## config.mk

```make
export PLATFORM = sky130hd
export DESIGN_NAME = jtag_dr_controller
export DESIGN_NICKNAME = d
export VERILOG_FILES = /design/src/rtl/jtag_dr_controller.sv
export SDC_FILE = /design/constraint.sdc
export NUM_CORES = 1
export LEC_CHECK = 0
export ABC_AREA = 1
export BUFFER_PORTS_ARGS = -buffer_cell sky130_fd_sc_hd__buf_2
export CORE_MARGIN = 5
export CORE_UTILIZATION = 30
export DETAILED_ROUTE_END_ITERATION = 8
export GPL_ROUTABILITY_DRIVEN = 0
export PLACE_DENSITY = 0.53
export SYNTH_ARGS = -nofsm -noshare
export SYNTH_HDL_FRONTEND = slang
export SYNTH_SLANG_ARGS = --single-unit
```

## constraint.sdc

```tcl
create_clock -name tck -period 1.47 [get_ports tck]
set_input_delay 0.2205 -clock tck [delete_from_list [all_inputs] [get_ports tck]]
set_output_delay 0.2205 -clock tck [all_outputs]
set_load 0.02 [all_outputs]
```

## src/rtl/jtag_dr_controller.sv

```systemverilog
// JTAG instruction/data-register scan controller driven by the TAP state code.
// Define JTAG_DR_LENGTH_CHECK_EN to reject USER updates whose shift count differs from USER_WIDTH.
module jtag_dr_controller #(
    parameter logic [31:0] IDCODE     = 32'h000F_AF01,
    parameter int          USER_WIDTH = 16
) (
    input  logic                  tck,
    input  logic                  trst_n,
    input  logic                  tdi,
    input  logic [4:0]            tap_state,
    output logic                  tdo,
    output logic [3:0]            ir,
    input  logic [USER_WIDTH-1:0] user_rd_data,
    output logic [USER_WIDTH-1:0] user_wr_data,
    output logic                  user_wr_valid,
    input  logic                  user_wr_ready,
    output logic                  user_overrun,
    output logic                  length_error
);

    typedef enum logic [4:0] {
        TAP_TEST_LOGIC_RESET = 5'h00,
        TAP_CAPTURE_DR       = 5'h04,
        TAP_CAPTURE_IR       = 5'h05,
        TAP_SHIFT_DR         = 5'h06,
        TAP_SHIFT_IR         = 5'h07,
        TAP_UPDATE_DR        = 5'h14,
        TAP_UPDATE_IR        = 5'h15
    } tap_state_t;

    localparam logic [3:0] IR_IDCODE = 4'b1110;
    localparam logic [3:0] IR_USER   = 4'b1010;

    logic [3:0]            ir_shift;
    logic                  bypass_reg;
    logic [31:0]           idcode_sr;
    logic [USER_WIDTH-1:0] user_sr;
    logic [USER_WIDTH-1:0] user_shifted;
    logic                  sel_idcode;
    logic                  sel_user;
    logic                  length_ok;
    logic                  launch;

    assign sel_idcode = (ir == IR_IDCODE);
    assign sel_user   = (ir == IR_USER);

    always_comb begin
        user_shifted = user_sr >> 1;
        user_shifted[USER_WIDTH-1] = tdi;
    end

    always_comb begin
        tdo = 1'b0;
        case (tap_state)
            TAP_SHIFT_IR: tdo = ir_shift[0];
            TAP_SHIFT_DR: tdo = sel_user ? user_sr[0] : (sel_idcode ? idcode_sr[0] : bypass_reg);
            default:      tdo = 1'b0;
        endcase
    end

    always_ff @(posedge tck or negedge trst_n) begin
        if (!trst_n) begin
            ir         <= IR_IDCODE;
            ir_shift   <= 4'b0000;
            bypass_reg <= 1'b0;
            idcode_sr  <= '0;
            user_sr    <= '0;
        end else begin
            case (tap_state)
                TAP_TEST_LOGIC_RESET: ir       <= IR_IDCODE;
                TAP_CAPTURE_IR:       ir_shift <= 4'b0001;
                TAP_SHIFT_IR:         ir_shift <= {tdi, ir_shift[3:1]};
                TAP_UPDATE_IR:        ir       <= ir_shift;
                TAP_CAPTURE_DR: begin
                    bypass_reg <= 1'b0;
                    idcode_sr  <= IDCODE;
                    user_sr    <= user_rd_data;
                end
                TAP_SHIFT_DR: begin
                    if (sel_user)
                        user_sr <= user_shifted;
                    else if (sel_idcode)
                        idcode_sr <= {tdi, idcode_sr[31:1]};
                    else
                        bypass_reg <= tdi;
                end
                default: ;
            endcase
        end
    end

`ifdef JTAG_DR_LENGTH_CHECK_EN
    localparam logic [5:0] USER_LEN = 6'(USER_WIDTH);

    logic [5:0] dr_count;

    assign length_ok = (dr_count == USER_LEN);

    // Shift counter saturates so very long scans still read as a mismatch.
    always_ff @(posedge tck or negedge trst_n) begin
        if (!trst_n) begin
            dr_count     <= 6'd0;
            length_error <= 1'b0;
        end else begin
            if (tap_state == TAP_CAPTURE_DR)
                dr_count <= 6'd0;
            else if (tap_state == TAP_SHIFT_DR && dr_count != 6'd63)
                dr_count <= dr_count + 6'd1;

            if (tap_state == TAP_TEST_LOGIC_RESET)
                length_error <= 1'b0;
            else if (tap_state == TAP_UPDATE_DR && sel_user && !length_ok)
                length_error <= 1'b1;
        end
    end
`else
    assign length_ok    = 1'b1;
    assign length_error = 1'b0;
`endif

    assign launch = (tap_state == TAP_UPDATE_DR) && sel_user && length_ok;

    // A launch while a write is pending only succeeds if that write is accepted on the same edge.
    always_ff @(posedge tck or negedge trst_n) begin
        if (!trst_n) begin
            user_wr_data  <= '0;
            user_wr_valid <= 1'b0;
            user_overrun  <= 1'b0;
        end else begin
            if (tap_state == TAP_TEST_LOGIC_RESET)
                user_overrun <= 1'b0;

            if (launch) begin
                if (!user_wr_valid || user_wr_ready) begin
                    user_wr_data  <= user_sr;
                    user_wr_valid <= 1'b1;
                end else begin
                    user_overrun <= 1'b1;
                end
            end else if (user_wr_valid && user_wr_ready) begin
                user_wr_valid <= 1'b0;
            end
        end
    end

endmodule

```

==> flow_summary.ini, run 1 <==
[finish]
largestRegisters = idcode_sr x32, user_sr x16, user_wr_data x16
areaGrowthSynthToFinish_pct = 29.7
final_nets = 481
largest_register_ffs = 32
top_register = idcode_sr
layout-drive-gt1-share_pct = 31.5
diodes = 0
design_area_mm2 = 0.00447

[power]
ir_drop_mv = 0.631
p_leak_nw = 2.36
p_seq_share_pct = 45.7
combPwrFrac_pct = 16.1
power.density_mw_per_mm2 = 1290
p_switching_mw = 1.62
p_clk_share_pct = 38.2
p_int_mw = 4.14
p_sw_share_pct = 28.1

[synth]
ys_types = 25
synth_common_cells = nand2_1 (140), dfrtp_1 (72), nor2_1 (41), inv_1 (29), nand3_1 (25)
synth.most_common_cell = nand2_1
synth_top_area_share_pct = 52.3
synth_edf_count = 0
synth_ff_type = dfrtp_1
synth.largest_area_cell = dfrtp_1
ys_seq_area_share_pct = 54.6
synth_nets = 419
avgSynthCellArea_um2 = 8.74
synthCells = 394
synth_area_mm2 = 0.00344
yosys_warnings = 0
synth_seq_cells = 75
ys_async_sr_fraction_pct = 100
synth_area_leaders = dfrtp_1 (52%), nand2_1 (15%), nor2_1 (4.5%)

[cts]
cts_buffer_depth = 2
insertion_delay_ns = 0.33
cts_tree = yes
h-tree-depth = 3
cts_root_buf = clkbuf_16
cts_buffers = 9
numClockSinks = 75
cts.clk_slew.worst_paths_ns = 0.06

[placement]
place_area_mm2 = 0.00388
portBuffers = 47
dp_hpwl_mm = 5.00

[timing]
rsz0062_at_grt = yes
report.final.slew_viol_count = 0
slew_headroom_pct = 65.0
fin_ws_ns = -0.266
finalSetupTns_ns = -2.14
fmax_mhz = 576
period_needed_ns = 1.74
worstMarginPinSlew_ns = 0.522
setup_viol = 18
fin_crit_sh_pct = 118
hold_slack_ns = 0.145
hold_viol_final = 0
fin_skew_ns = 0.00821

[floorplan]
die_area_mm2 = 0.0137
die_h_um = 117
rows = 39
die_w_um = 117
core_mm2 = 0.0113
initial_utilization_pct = 30.4
boundaryPins = 49

[routing]
antenna_left = 0
wl_mm = 7.53
drtIter0Drc = 106
routed-via-count = 2689
drc = 0
dr.pass1.iters = 4
wl_per_cell_um = 12.5
drt-vias-per-instance = 4.45

[global_route]
grt_max_degree = 34
grt_first_pass_wirelength_mm = 12.3
grt.total_usage_pct = 11.5
grt_pass1_vias = 2619
antenna_found_initial = 0
grt_overflow = 0

[worst_setup_path]
cp_max_fo = 3
start_kind = flop
arrival_ns = 1.52
crit_path_end_kind = output port
crit_required_ns = 1.25
path_class = reg2out

[hold_path]
worstHoldPathType = in2reg

[outcome]
violations = negative setup slack
status = finished with violations

[job]
max_cap_violations = 0
final cells by class:
cell class	instances	area, µm²
multi-input combinational	269	1440
timing repair buffer	66	528
clock buffer	10	239
fill	1168	6850
sequential	75	1880
inverter	35	134
clock inverter	6	62.6
tap	143	179
repair_timing:
item / 4_1_cts / 5_1_grt
hold buffers: 1 / 0
endpoints found under the hold margin: 18 / 0
buffers inserted: 1 / 0
endpoints found under the setup margin: 56 / 66
cloned: 0 / 5
gates resized for setup: 25 / 21
pin swaps: 4 / 6
metal layers:
layer | share of wire, % | vias to the layer above | GRT usage [%]
met5 | 0 | - | 0
met4 | 1.6 | 0 | 4.36
met3 | 3.8 | 9 | 3.24
li1 | - | 1349 | -
met2 | 46 | 49 | 17.4
met1 | 48 | 1282 | 15.7
power by group through the flow:
stage / sequential (mW) / clock (mW) / combinational, mW
after floorplan: 2.68 / 0 / 0.491
after global placement: 2.63 / 0 / 0.854
after detailed placement: 2.63 / 0 / 0.869
after CTS: 2.61 / 2.26 / 0.916
after global routing: 2.68 / 2.39 / 1.07
final: 2.63 / 2.20 / 0.928
per-stage QoR:
| stage | cells | power (mW) | utilization, % | setup slack (ns) |
|---|---|---|---|---|
| floorplan | 394 | 3.18 | - | 0.00460 |
| global placement | 581 | 3.48 | 34.2 | -0.00606 |
| detailed placement | 581 | 3.50 | 34.2 | -0.0313 |
| CTS | 599 | 5.79 | 37.7 | -0.329 |
| global route | 604 | 6.13 | 39.5 | -0.379 |
| finish | 604 | 5.76 | 39.5 | -0.266 |
critical path: stages, from the launching register on:
cell and delay [ns]:
dfstp_2 0.54, inv_2 0.05, nor2_4 0.13, nand3_2 0.09
nand2_1 0.06, nand2_1 0.05, nand2_1 0.07, nand3_2 0.07
buf_6 0.14
worst paths after layout:
| check | start | endpoint | slack [ns] | depth (start not counted) |
|---|---|---|---|---|
| hold / removal | tdi | idcode_sr[31] | 0.14 | 3 |
| hold reg to reg | idcode_sr[5] | idcode_sr[5] | 0.47 | 2 |
| setup reg to reg | ir[1] | user_wr_data[12] | -0.13 | 9 |
| min in group asynchronous | trst_n | idcode_sr[16] | 0.34 | 2 |
| max in group asynchronous | trst_n | idcode_sr[6] | 0.67 | 3 |
| setup / recovery | ir[1] | tdo | -0.27 | 8 |
layout by cell type, fill, tap and decap left out, types with 7 or more instances in the layout:
cell       count
clkbuf_16     12
dfrtp_1       72
nand3_1       23
nand2_1      125
buf_4          7
inv_2          8
o21ai_0       22
o21ai_2       15
inv_1         26
buf_2         45
nand2_4       19
nor2_1        39
cell families (layout without fill, tap and decap cells):
logic type             Yosys count  in the layout  synth area share [%]
AOI/OAI and AO/OA               41             41                  7.70
buffers and inverters           51            117                  8.43
DFF                             75             75                  54.6
and+or+nand+nor                226            227                  29.1
other                            1              1                 0.109
Note: power is estimated with default switching activity, not from simulation.
==> run 2, diff against run 1 <==
--- a/config.mk
+++ b/config.mk
@@ -8,10 +8,10 @@
 export ABC_AREA = 1
 export BUFFER_PORTS_ARGS = -buffer_cell sky130_fd_sc_hd__buf_2
 export CORE_MARGIN = 5
-export CORE_UTILIZATION = 30
+export CORE_UTILIZATION = 51
 export DETAILED_ROUTE_END_ITERATION = 8
 export GPL_ROUTABILITY_DRIVEN = 0
-export PLACE_DENSITY = 0.53
+export PLACE_DENSITY = 0.79
 export SYNTH_ARGS = -nofsm -noshare
 export SYNTH_HDL_FRONTEND = slang
 export SYNTH_SLANG_ARGS = --single-unit
==> flow_summary.ini, run 2 (synthesis gave the netlist of run 1 again) <==
[outcome]
status = finished with violations
violations = negative setup slack

[timing]
slew_headroom_pct = 63.6
worstMarginPinSlew_ns = 0.545
hold_slack_ns = 0.124
report.final.slew_viol_count = 0
hold_viol_final = 0
fmax_mhz = 554
setup_viol = 51
fin_ws_ns = -0.336
fin_crit_sh_pct = 123
rsz0062_at_grt = yes
fin_skew_ns = 0.0133
period_needed_ns = 1.81

[worst_setup_path]
reg2reg_from = ir[3]
path_delay_family = flip-flops
cp_max_fo = 3
crit_required_ns = 1.25
start_kind = flop
max_stage_delay_ns = 0.54
cp_common_cell = nand2_1
worstSetupStartpoint = ir[1]
crit_cells = 8
worst_path_max_delay_cell = dfstp_2
arrival_ns = 1.59
r2r-end = user_wr_data[3]
path_cells = inv_2 -> nor2_4 -> nand3_2 -> nand2_1 -> nand2_1 -> nand2_1 -> nand3_2 -> buf_6
r2r_slack_ns = -0.12
crit_path_end_kind = output port
path_class = reg2out
cp.buffers_inverters = 2
reg2reg_depth = 9
critPathCapture = tdo

[global_route]
antenna_found_initial = 0
grt_pass1_vias = 2583
grt.total_usage_pct = 17.4
grt_overflow = 0
grt.met1_usage_pct = 22.8
grt_first_pass_wirelength_mm = 11.8
grtUsageMet2_pct = 27.7
grt_util_met3_pct = 3.20
grt_max_degree = 34
busiest_layer = met2

[routing]
antenna_left = 0
routed-via-count = 2774
dr.pass1.iters = 4
wl_mm = 8.22
drt-vias-per-instance = 5.09
wl_per_cell_um = 15.1
drtIter0Drc = 166
drc = 0

[hold_path]
hold_depth = 3
worstHoldPathType = in2reg

[power]
p_leak_nw = 2.26
power.density_mw_per_mm2 = 1190
ir_drop_mv = 0.719
combPwrFrac_pct = 18.9
p_switching_mw = 1.61
p_clk_share_pct = 29.2
p_sw_share_pct = 32.1
power_mw = 5.04
p_seq_share_pct = 51.9
p_int_mw = 3.42

[finish]
fill_cells = 528
areaGrowthSynthToFinish_pct = 23.4
diodes = 0
final_nets = 485
largestRegisters = idcode_sr x32, user_sr x16, user_wr_data x16
design_area_mm2 = 0.00425
multi_input_area_mm2 = 0.00136
final_cell_mix = nand2_1 (137), dfrtp_1 (72), buf_2 (46), nor2_1 (39), inv_1 (26)
seq_area_mm2 = 0.00188
final_util_pct = 63.6
final_common_cell = nand2_1
largest_register_ffs = 32
layout-drive-gt1-share_pct = 29.2
top_register = idcode_sr

[cts]
cts_buffer_depth = 2
insertion_delay_ns = 0.36
cts.clk_slew.worst_paths_ns = 0.08
numClockSinks = 75
cts_root_buf = clkbuf_8
cts_tree = yes
h-tree-depth = 3
cts_buffers = 9

[job]
max_cap_violations = 0

[floorplan]
die_h_um = 92.2
die_area_mm2 = 0.00849
core_mm2 = 0.00668
die_w_um = 92.2
initial_utilization_pct = 51.5
boundaryPins = 49
rows = 30

[placement]
place_area_mm2 = 0.00375
pre_cts_ws_ns = -0.0285
portBuffers = 47
dp_hpwl_mm = 4.70
==> run 2: cell type report <==
cell class	count	share of cell area [%]
flip-flops and latches	75	44.3
multi-input cells	270	31.9
repair buffers	69	13.6
inverters	35	3.62
clock buffers	11	3.33
well taps	80	2.36
clock inverters	5	0.913
==> run 2: worst min path at each step <==
stage          slack, ns       endpoint    from
6_report            0.12  idcode_sr[31]     tdi
3_5_place_dp        0.24  idcode_sr[19]  trst_n
2_1_floorplan      -0.08     bypass_reg  trst_n
4_1_cts             0.13  idcode_sr[31]     tdi
5_1_grt             0.14  idcode_sr[31]     tdi
3_3_place_gp        0.23          ir[0]  trst_n
==> run 2: layer usage <==
metal | vias up | wire (µm)
met4 | 0 | 160
met5 | - | 0
li1 | 1356 | -
met3 | 16 | 367
met1 | 1331 | 3430
met2 | 71 | 4260
==> run 2: metrics by stage <==
step,instances,TNS (ns)
floorplan,394,0
global placement,515,0
detailed placement,515,-0.242
CTS,534,-1.63
global route,545,-9.97
finish,545,-3.88
==> run 2: power groups by stage <==
stage	registers [mW]	clock network [mW]	logic (mW)
after floorplan	2.68	0	0.491
after global placement	2.61	0	0.827
after detailed placement	2.63	0	0.858
after CTS	2.60	1.46	0.892
after global routing	2.65	1.60	1.08
final	2.61	1.47	0.951
==> run 2: repair_timing <==
| item | 4_1_cts | 5_1_grt |
|---|---|---|
| setup buffers | 2 | 2 |
| gates cloned | 0 | 9 |
| pin swaps | 5 | 8 |
| hold buffers | 1 | 0 |
| resized for setup | 9 | 22 |
| setup endpoints to repair | 37 | 66 |
| hold endpoints to repair | 17 | 0 |
==> run 2: worst register-to-register path, delay by kind of cell, from the launching register on <==
kind / cells / cell delay, ns
AND/OR/NAND/NOR: 5 / 0.55
flip-flops: 1 / 0.53
buffers and inverters: 3 / 0.37
AO/OA/AOI/OAI: 1 / 0.05
==> run 3, diff against run 2 <==
--- a/config.mk
+++ b/config.mk
@@ -11,6 +11,7 @@
 export CORE_UTILIZATION = 51
 export DETAILED_ROUTE_END_ITERATION = 8
 export GPL_ROUTABILITY_DRIVEN = 0
+export MAX_ROUTING_LAYER = met4
 export PLACE_DENSITY = 0.79
 export SYNTH_ARGS = -nofsm -noshare
 export SYNTH_HDL_FRONTEND = slang
==> flow_summary.ini, run 3 (synthesis gave the netlist of run 1 again) <==
[timing]
fin_ws_ns = -0.337
fin_skew_ns = 0.0145
slew_headroom_pct = 64.0
hold_viol_final = 0
period_needed_ns = 1.81
report.final.slew_viol_count = 0
rsz0062_at_grt = yes
worstMarginPinSlew_ns = 0.540
setup_viol = 51
fin_crit_sh_pct = 123
finalSetupTns_ns = -4.08
fmax_mhz = 553

[outcome]
violations = negative setup slack
status = finished with violations

[cts]
cts_buffers = 9
h-tree-depth = 3
cts_tree = yes
cts.clk_slew.worst_paths_ns = 0.08
cts_root_buf = clkbuf_8
insertion_delay_ns = 0.36
numClockSinks = 75
cts_buffer_depth = 2

[routing]
drtIter0Drc = 172
wl_per_cell_um = 15.0
drt-vias-per-instance = 5.14
wl_mm = 8.20
routed-via-count = 2804
drc = 0
dr.pass1.iters = 5
antenna_left = 0

[finish]
layout-drive-gt1-share_pct = 29.2
final_nets = 485
largestRegisters = idcode_sr x32, user_sr x16, user_wr_data x16
final_cell_mix = nand2_1 (137), dfrtp_1 (72), buf_2 (46), nor2_1 (39), inv_1 (26)
fill_cells = 528
areaGrowthSynthToFinish_pct = 23.4
final_common_cell = nand2_1
stdcell_count = 545
largest_register_ffs = 32
final_util_pct = 63.6
diodes = 0
top_register = idcode_sr

[global_route]
grt_overflow = 0
grt_max_degree = 34
grt_first_pass_wirelength_mm = 11.8
grt_pass1_vias = 2577
grt.total_usage_pct = 17.9
antenna_found_initial = 0

[power]
p_clk_share_pct = 29.2
p_switching_mw = 1.61
p_leak_nw = 2.26
ir_drop_mv = 0.729
power_mw = 5.03
p_sw_share_pct = 32.0
p_int_mw = 3.42
power.density_mw_per_mm2 = 1180
combPwrFrac_pct = 18.9
p_seq_share_pct = 51.9

[floorplan]
die_w_um = 92.2
rows = 30
die_area_mm2 = 0.00849
die_h_um = 92.2
initial_utilization_pct = 51.5
boundaryPins = 49
core_mm2 = 0.00668

[placement]
portBuffers = 47
dp_hpwl_mm = 4.70
dp.cells = 515

[worst_setup_path]
crit_path_end_kind = output port
cp_max_fo = 3
crit_required_ns = 1.25
path_class = reg2out
start_kind = flop
arrival_ns = 1.59

[hold_path]
worstHoldPathType = in2reg

[job]
max_cap_violations = 0
-- run 3: cell counts in the layout (fill, tap and decap cells not counted) --
Identical to the previous run, type by type.
-- run 3: cell type report --
class	count	area, µm²	area share, %
sequential	75	1880	44.3
multi-input combinational	270	1360	31.9
clock buffer	11	141	3.33
timing repair buffer	69	577	13.6
tap	80	100	2.36
inverter	35	154	3.62
clock inverter	5	38.8	0.913
-- run 3: power by group through the flow --
stage | sequential (mW) | clock (mW) | combinational, mW
floorplan | 2.68 | 0 | 0.491
global placement | 2.61 | 0 | 0.827
detailed placement | 2.63 | 0 | 0.858
CTS | 2.60 | 1.46 | 0.892
global route | 2.65 | 1.60 | 1.08
finish | 2.61 | 1.47 | 0.950
-- run 3: through the flow --
| step | setup slack, ns | hold slack, ns | area [µm²] |
|---|---|---|---|
| 2_1_floorplan | 0.00460 | -0.0751 | 3450 |
| 3_3_place_gp | 0.0104 | 0.227 | 3750 |
| 3_5_place_dp | -0.0285 | 0.238 | 3750 |
| 4_1_cts | -0.303 | 0.129 | 3990 |
| 5_1_grt | -0.466 | 0.143 | 4250 |
| 6_report | -0.337 | 0.129 | 4250 |
-- run 3: per-layer routing --
metal | wire length (µm) | global-route usage, % | vias to the layer above
met2 | 4230 | 27.7 | 72
li1 | - | - | 1361
met4 | 140 | 8.54 | 0
met1 | 3460 | 22.9 | 1355
met5 | 0 | - | -
met3 | 369 | 3.12 | 16
-- run 3: path summary, 6_finish.rpt --
path                       slack [ns]         endpoint            start  cells after the start
setup / recovery                -0.34              tdo            ir[3]                      8
hold / removal                   0.13    idcode_sr[31]              tdi                      3
setup reg to reg                -0.12  user_wr_data[3]            ir[3]                      9
hold reg to reg                  0.47  user_wr_data[0]  user_wr_data[0]                      2
max in group asynchronous        0.55     idcode_sr[4]           trst_n                      3
min in group asynchronous        0.38    idcode_sr[20]           trst_n                      2
-- run 3: repair_timing --
action | 4_1_cts | 5_1_grt
setup buffers | 2 | 2
pin swaps | 5 | 8
resized for setup | 9 | 22
hold endpoints to repair | 17 | 0
endpoints found under the setup margin | 37 | 66
hold buffers | 1 | 0
gates cloned | 0 | 9
-- run 3: worst max-delay path, stage by stage, from the launching register on --
cell     delay, ns
dfstp_2       0.53
inv_1         0.05
nor2_1        0.13
nand2_2       0.11
nand2_2       0.08
inv_1         0.04
nand2_1       0.08
nand3_2       0.07
buf_6         0.13
